$ cat src/rtl/ps2_paddle_keys.sv
// Set-2 scancode key-state tracker for the four paddle keys (W/S/O/K).
// Decodes make / F0 break / E0 extended prefixes. Includes a stuck-key idle timeout.
module ps2_paddle_keys #(
  parameter logic [7:0] KEY_W       = 8'h1D,
  parameter logic [7:0] KEY_S       = 8'h1B,
  parameter logic [7:0] KEY_O       = 8'h44,
  parameter logic [7:0] KEY_K       = 8'h42,
  parameter int         TIMEOUT_CYC = 25_000_000,
  parameter int         TW          = 25
) (
  input  logic       clock,
  input  logic       resetn,
  input  logic [7:0] key_data,
  input  logic       key_pressed,
  output logic       w_on,
  output logic       s_on,
  output logic       o_on,
  output logic       k_on,
  output logic       key_evt,
  output logic [7:0] last_code
);

  typedef enum logic [1:0] {IDLE, BRK, EXT, EXT_BRK} state_t;

  localparam logic [7:0]    CODE_BRK  = 8'hF0;
  localparam logic [7:0]    CODE_EXT  = 8'hE0;
  localparam logic [31:0]   KEY_CODES = {KEY_K, KEY_O, KEY_S, KEY_W};
  localparam bit            TO_EN     = (TIMEOUT_CYC > 0);
  localparam logic [TW-1:0] TO_LAST   = TW'(TIMEOUT_CYC - 1);
  localparam logic [TW-1:0] TO_MAX    = TW'(TIMEOUT_CYC);

  state_t        state_reg, state_next;
  logic [3:0]    keys_reg, keys_next;   // bit 0 = W, 1 = S, 2 = O, 3 = K
  logic [3:0]    hit;
  logic [TW-1:0] cnt_reg, cnt_next;
  logic          evt_reg, evt_next;
  logic [7:0]    code_reg, code_next;

  genvar gi;
  generate
    for (gi = 0; gi < 4; gi++) begin : g_hit
      assign hit[gi] = (key_data == KEY_CODES[gi*8 +: 8]);
    end
  endgenerate

  always_ff @(posedge clock or negedge resetn) begin
    if (!resetn) state_reg <= IDLE;
    else         state_reg <= state_next;
  end

  always_comb begin
    state_next = state_reg;
    keys_next  = keys_reg;
    cnt_next   = cnt_reg;
    code_next  = code_reg;
    if (key_pressed) begin
      code_next = key_data;
      cnt_next  = '0;
      case (state_reg)
        IDLE: begin
          if (key_data == CODE_BRK)      state_next = BRK;
          else if (key_data == CODE_EXT) state_next = EXT;
          else                           keys_next  = keys_reg | hit;
        end
        BRK: begin
          if (key_data == CODE_EXT) state_next = EXT_BRK;
          else if (key_data != CODE_BRK) begin
            keys_next  = keys_reg & ~hit;
            state_next = IDLE;
          end
        end
        EXT:     state_next = (key_data == CODE_BRK) ? EXT_BRK : IDLE;
        default: state_next = IDLE;
      endcase
    end else if (TO_EN && (keys_reg != 4'b0000)) begin
      // Expiry only when no strobe arrives, so a strobe always wins the race.
      if (cnt_reg == TO_LAST) begin
        keys_next  = 4'b0000;
        state_next = IDLE;
        cnt_next   = '0;
      end else if (cnt_reg != TO_MAX) begin
        cnt_next = cnt_reg + TW'(1);
      end
    end else begin
      cnt_next = '0;
    end
    evt_next = (keys_next != keys_reg);
  end

  always_ff @(posedge clock or negedge resetn) begin
    if (!resetn) begin
      keys_reg <= 4'b0000;
      cnt_reg  <= '0;
      evt_reg  <= 1'b0;
      code_reg <= 8'h00;
    end else begin
      keys_reg <= keys_next;
      cnt_reg  <= cnt_next;
      evt_reg  <= evt_next;
      code_reg <= code_next;
    end
  end

  assign w_on      = keys_reg[0];
  assign s_on      = keys_reg[1];
  assign o_on      = keys_reg[2];
  assign k_on      = keys_reg[3];
  assign key_evt   = evt_reg;
  assign last_code = code_reg;

endmodule

$ cat config.mk
export PLATFORM = sky130hd
export DESIGN_NAME = ps2_paddle_keys
export DESIGN_NICKNAME = d
export VERILOG_FILES = /design/src/rtl/ps2_paddle_keys.sv
export SDC_FILE = /design/constraint.sdc
export NUM_CORES = 1
export LEC_CHECK = 0
export CAP_MARGIN = 10
export CORE_MARGIN = 3
export CORE_UTILIZATION = 45
export CTS_BUF_LIST = sky130_fd_sc_hd__clkbuf_4
export DETAILED_ROUTE_END_ITERATION = 10
export GPL_ROUTABILITY_DRIVEN = 0
export PLACE_DENSITY = 0.66
export SYNTH_ARGS = -nofsm -noshare
export SYNTH_HDL_FRONTEND = slang
export SYNTH_SLANG_ARGS = --single-unit
$ cat constraint.sdc
create_clock -name clock -period 2.05 [get_ports clock]
set_input_delay 0.205 -clock clock [delete_from_list [all_inputs] [get_ports clock]]
set_output_delay 0.205 -clock clock [all_outputs]
set_load 0.02 [all_outputs]
==> impl_metrics.tcl <==
set metrics [dict create \
    clk_pin_slew_ns 0.12 \
    status "complete, no violations" \
    die_area_um2 5730 \
    syn_nets 234 \
    initial_core_util_pct 48.2 \
    critical_path.max_fanout 5 \
    critPathSlowestCell "dfrtp_1" \
    grt_start_max_net_pins 22 \
    core.rowCount 24 \
    async_flop_share_pct 100 \
    hold_violations 0 \
    synth_edf_count 0 \
    setup_ws_ns 0.150 \
    htreeDepth 2 \
    leakage_nw 1.19 \
    synth_top_area_share_pct 45.8 \
    grt_pass1_wl_um 7970 \
    fin_area_um2 2710 \
    ir_worst_vdd_uv 478 \
    netlist-cell-type-count 45 \
    wire_per_inst_um 13.4 \
    ys_seq_area_share_pct 45.8 \
    required_ns 2.29 \
    fill_cells 404 \
    drcViolationCount 0 \
    numCtsBuffers 5 \
    place_hpwl_um 3360 \
    rsz0062_at_grt "false" \
    drv_slew 0 \
    post_cts_buffers 0 \
    power_mw 1.58 \
    drive_above_1_share_pct 20.0 \
    areaGrowthSynthToFinish_pct 23.9 \
    core_area_um2 4530 \
    io_buffers 23 \
    post-route-period-util_pct 92.7 \
    place_area_um2 2640 \
    worst_slew_pin_slew_ns 0.485 \
    clkSinkCount 40 \
    synth_area_leader_cell "dfrtp_1" \
    die_height_um 75.7 \
    synthCells 221 \
    tritoncts "built" \
    syn_area_per_cell_um2 9.90 \
    antenna_cells 0 \
    synth_area_leaders "dfrtp_1 46%, xor2_1 6.8%, nor2_1 6.2%" \
    grt_pass1_vias 1715 \
    grt_usage_pct 18.2 \
    cts_buffer_depth 2 \
    antenna_found_initial 0 \
    worstSetupPathType "flip-flop to flip-flop" \
    cts_root_buffer "clkbuf_4" \
    routed_wl_um 4490 \
    finClkSkew_ns 0.00916 \
    slowest_delay_ns 0.44 \
    max-cap-violations 0 \
    ys.flop_type "dfrtp_1" \
    vias_per_cell 5.22 \
    hold_class "input pin to asynchronous set/reset pin" \
    path_cells "inv_1, ha_1, and4bb_2, and3_2, and2_2, a21oi_2, mux2_2" \
    final_antenna_net_count 0 \
    grt_overflow_total 0 \
    ys_ff_latch 40 \
    fin_crit_ns 1.90 \
    power.density_nw_per_um2 584 \
    clock_latency_ns 0.34 \
    ys_warn_count 0 \
    die_w_um 75.7 \
    via_count 1748 \
    cp-end-kind "flip-flop" \
    setup_violations 0 \
    drtPass1Iterations 4 \
    cp.arrival_ns 2.14 \
    fmax_mhz 526 \
    crit_path_start_kind "flip-flop" \
    pre_cts_ws_ns -0.138 \
    num-nets-final 282 \
    relSlewSlack_pct 67.7 \
    largest_register_ffs 25 \
    ios 24 \
    netlist_area_um2 2190 \
    first_iter_violations 92 \
]
## layout by cell type, fill, tap and decap left out, types with 2 or more instances in the layout
cell type | netlist | layout
nand3_1 | 12 | 11
nand2_1 | 18 | 18
xor2_1 | 17 | 17
and4_1 | 3 | 3
clkdlybuf4s50_1 | 0 | 22
nand2b_1 | 5 | 5
nor2b_1 | 2 | 2
nor3_1 | 6 | 6
a21oi_1 | 3 | 3
o22ai_1 | 4 | 4
nand4_1 | 7 | 7
dfrtp_1 | 40 | 40
clkbuf_4 | 0 | 5
xnor2_1 | 4 | 4
and3_1 | 2 | 2
mux2i_1 | 5 | 5
inv_1 | 9 | 9
mux2_2 | 8 | 8
nor2_1 | 36 | 36
ha_1 | 2 | 2
nor4_4 | 2 | 2
a22o_1 | 4 | 4
clkinv_2 | 0 | 2
or4_1 | 2 | 2
buf_4 | 0 | 24
a22oi_1 | 2 | 2
o21ai_0 | 3 | 3
## power by group
part / internal, mW / switching [mW]
registers: 0.827 / 0.0308
clock network: 0.126 / 0.254
logic: 0.159 / 0.184
## stage by stage
stage | TNS (ns) | std cells | hold WS [ns] | utilization (%)
finish | 0 | 335 | 0.350 | 59.7
global route | 0 | 335 | 0.366 | 59.7
CTS | 0 | 335 | 0.340 | 59.6
detailed placement | -0.254 | 326 | 0.195 | 58.3
global placement | -0.156 | 326 | 0.191 | 58.3
floorplan | 0 | 221 | -0.0906 | -
## per-layer routing
layer / global-route usage, % / vias up / part of all wire (%)
met5: 0 / - / 0
met4: 5.24 / 0 / 1.2
met3: 3.30 / 5 / 3.3
met2: 26.9 / 29 / 45
met1: 27.3 / 839 / 51
li1: - / 875 / -
## layout make-up
type | count | area (um^2) | area share, %
multi-input cells | 165 | 1130 | 41.6
clock buffers | 5 | 37.5 | 1.39
inverters | 9 | 33.8 | 1.25
clock inverters | 3 | 13.8 | 0.508
repair buffers | 48 | 415 | 15.3
flip-flops and latches | 40 | 1000 | 37.0
well taps | 65 | 81.3 | 3.00
## final timing paths
path | slack, ns | cells past startpoint | to | startpoint
min in group clock | 0.49 | 3 | last_code[7] | key_data[7]
min | 0.35 | 2 | state_reg[1] | resetn
max in group asynchronous | 1.15 | 3 | cnt_reg[15] | resetn
min reg2reg | 0.52 | 1 | last_code[5] | last_code[5]
max reg2reg | 0.15 | 7 | cnt_reg[20] | cnt_reg[0]
max | 0.15 | 7 | cnt_reg[20] | cnt_reg[0]
## cells by family (layout without fill, tap and decap cells)
kind of cell	count (synthesis)	after routing	share of synthesized area (%)
adders and majority gates	2	2	1.14
DFF	40	40	45.8
xor gates and xnor gates	21	21	8.41
buffers and inverters	16	65	2.97
AOI/OAI and AO/OA	21	21	6.75
muxes	13	13	6.41
and+or+nand+nor	108	108	28.5
## cell usage after synthesis (all sizes together), types with 3 or more instances
cell     n
dfrtp   40
nor3     6
inv      9
nand2   18
nand3   12
mux2     8
o21ai    3
mux2i    5
xor2    17
and3     3
nor2    36
clkbuf   3
a21oi    4
and4     3
nand2b   5
o22ai    4
nand4    8
a22o     4
buf      4
xnor2    4
## worst max-delay path, delay by kind of cell, from the launching register on
kind | cells | cell delay, ns
AO/OA/AOI/OAI | 1 | 0.13
adder cells (fa/ha/maj) | 1 | 0.20
buffers and inverters | 1 | 0.08
flip-flops | 1 | 0.44
multiplexers | 1 | 0.34
AND/OR/NAND/NOR | 3 | 0.61
## timing repair
| item | 4_1_cts | 5_1_grt |
|---|---|---|
| hold buffers | 1 | 0 |
| setup endpoints to repair | 0 | 1 |
| endpoints found under the hold margin | 19 | 0 |
| resized for setup | 0 | 1 |
Power figures use the tool's default switching activity.
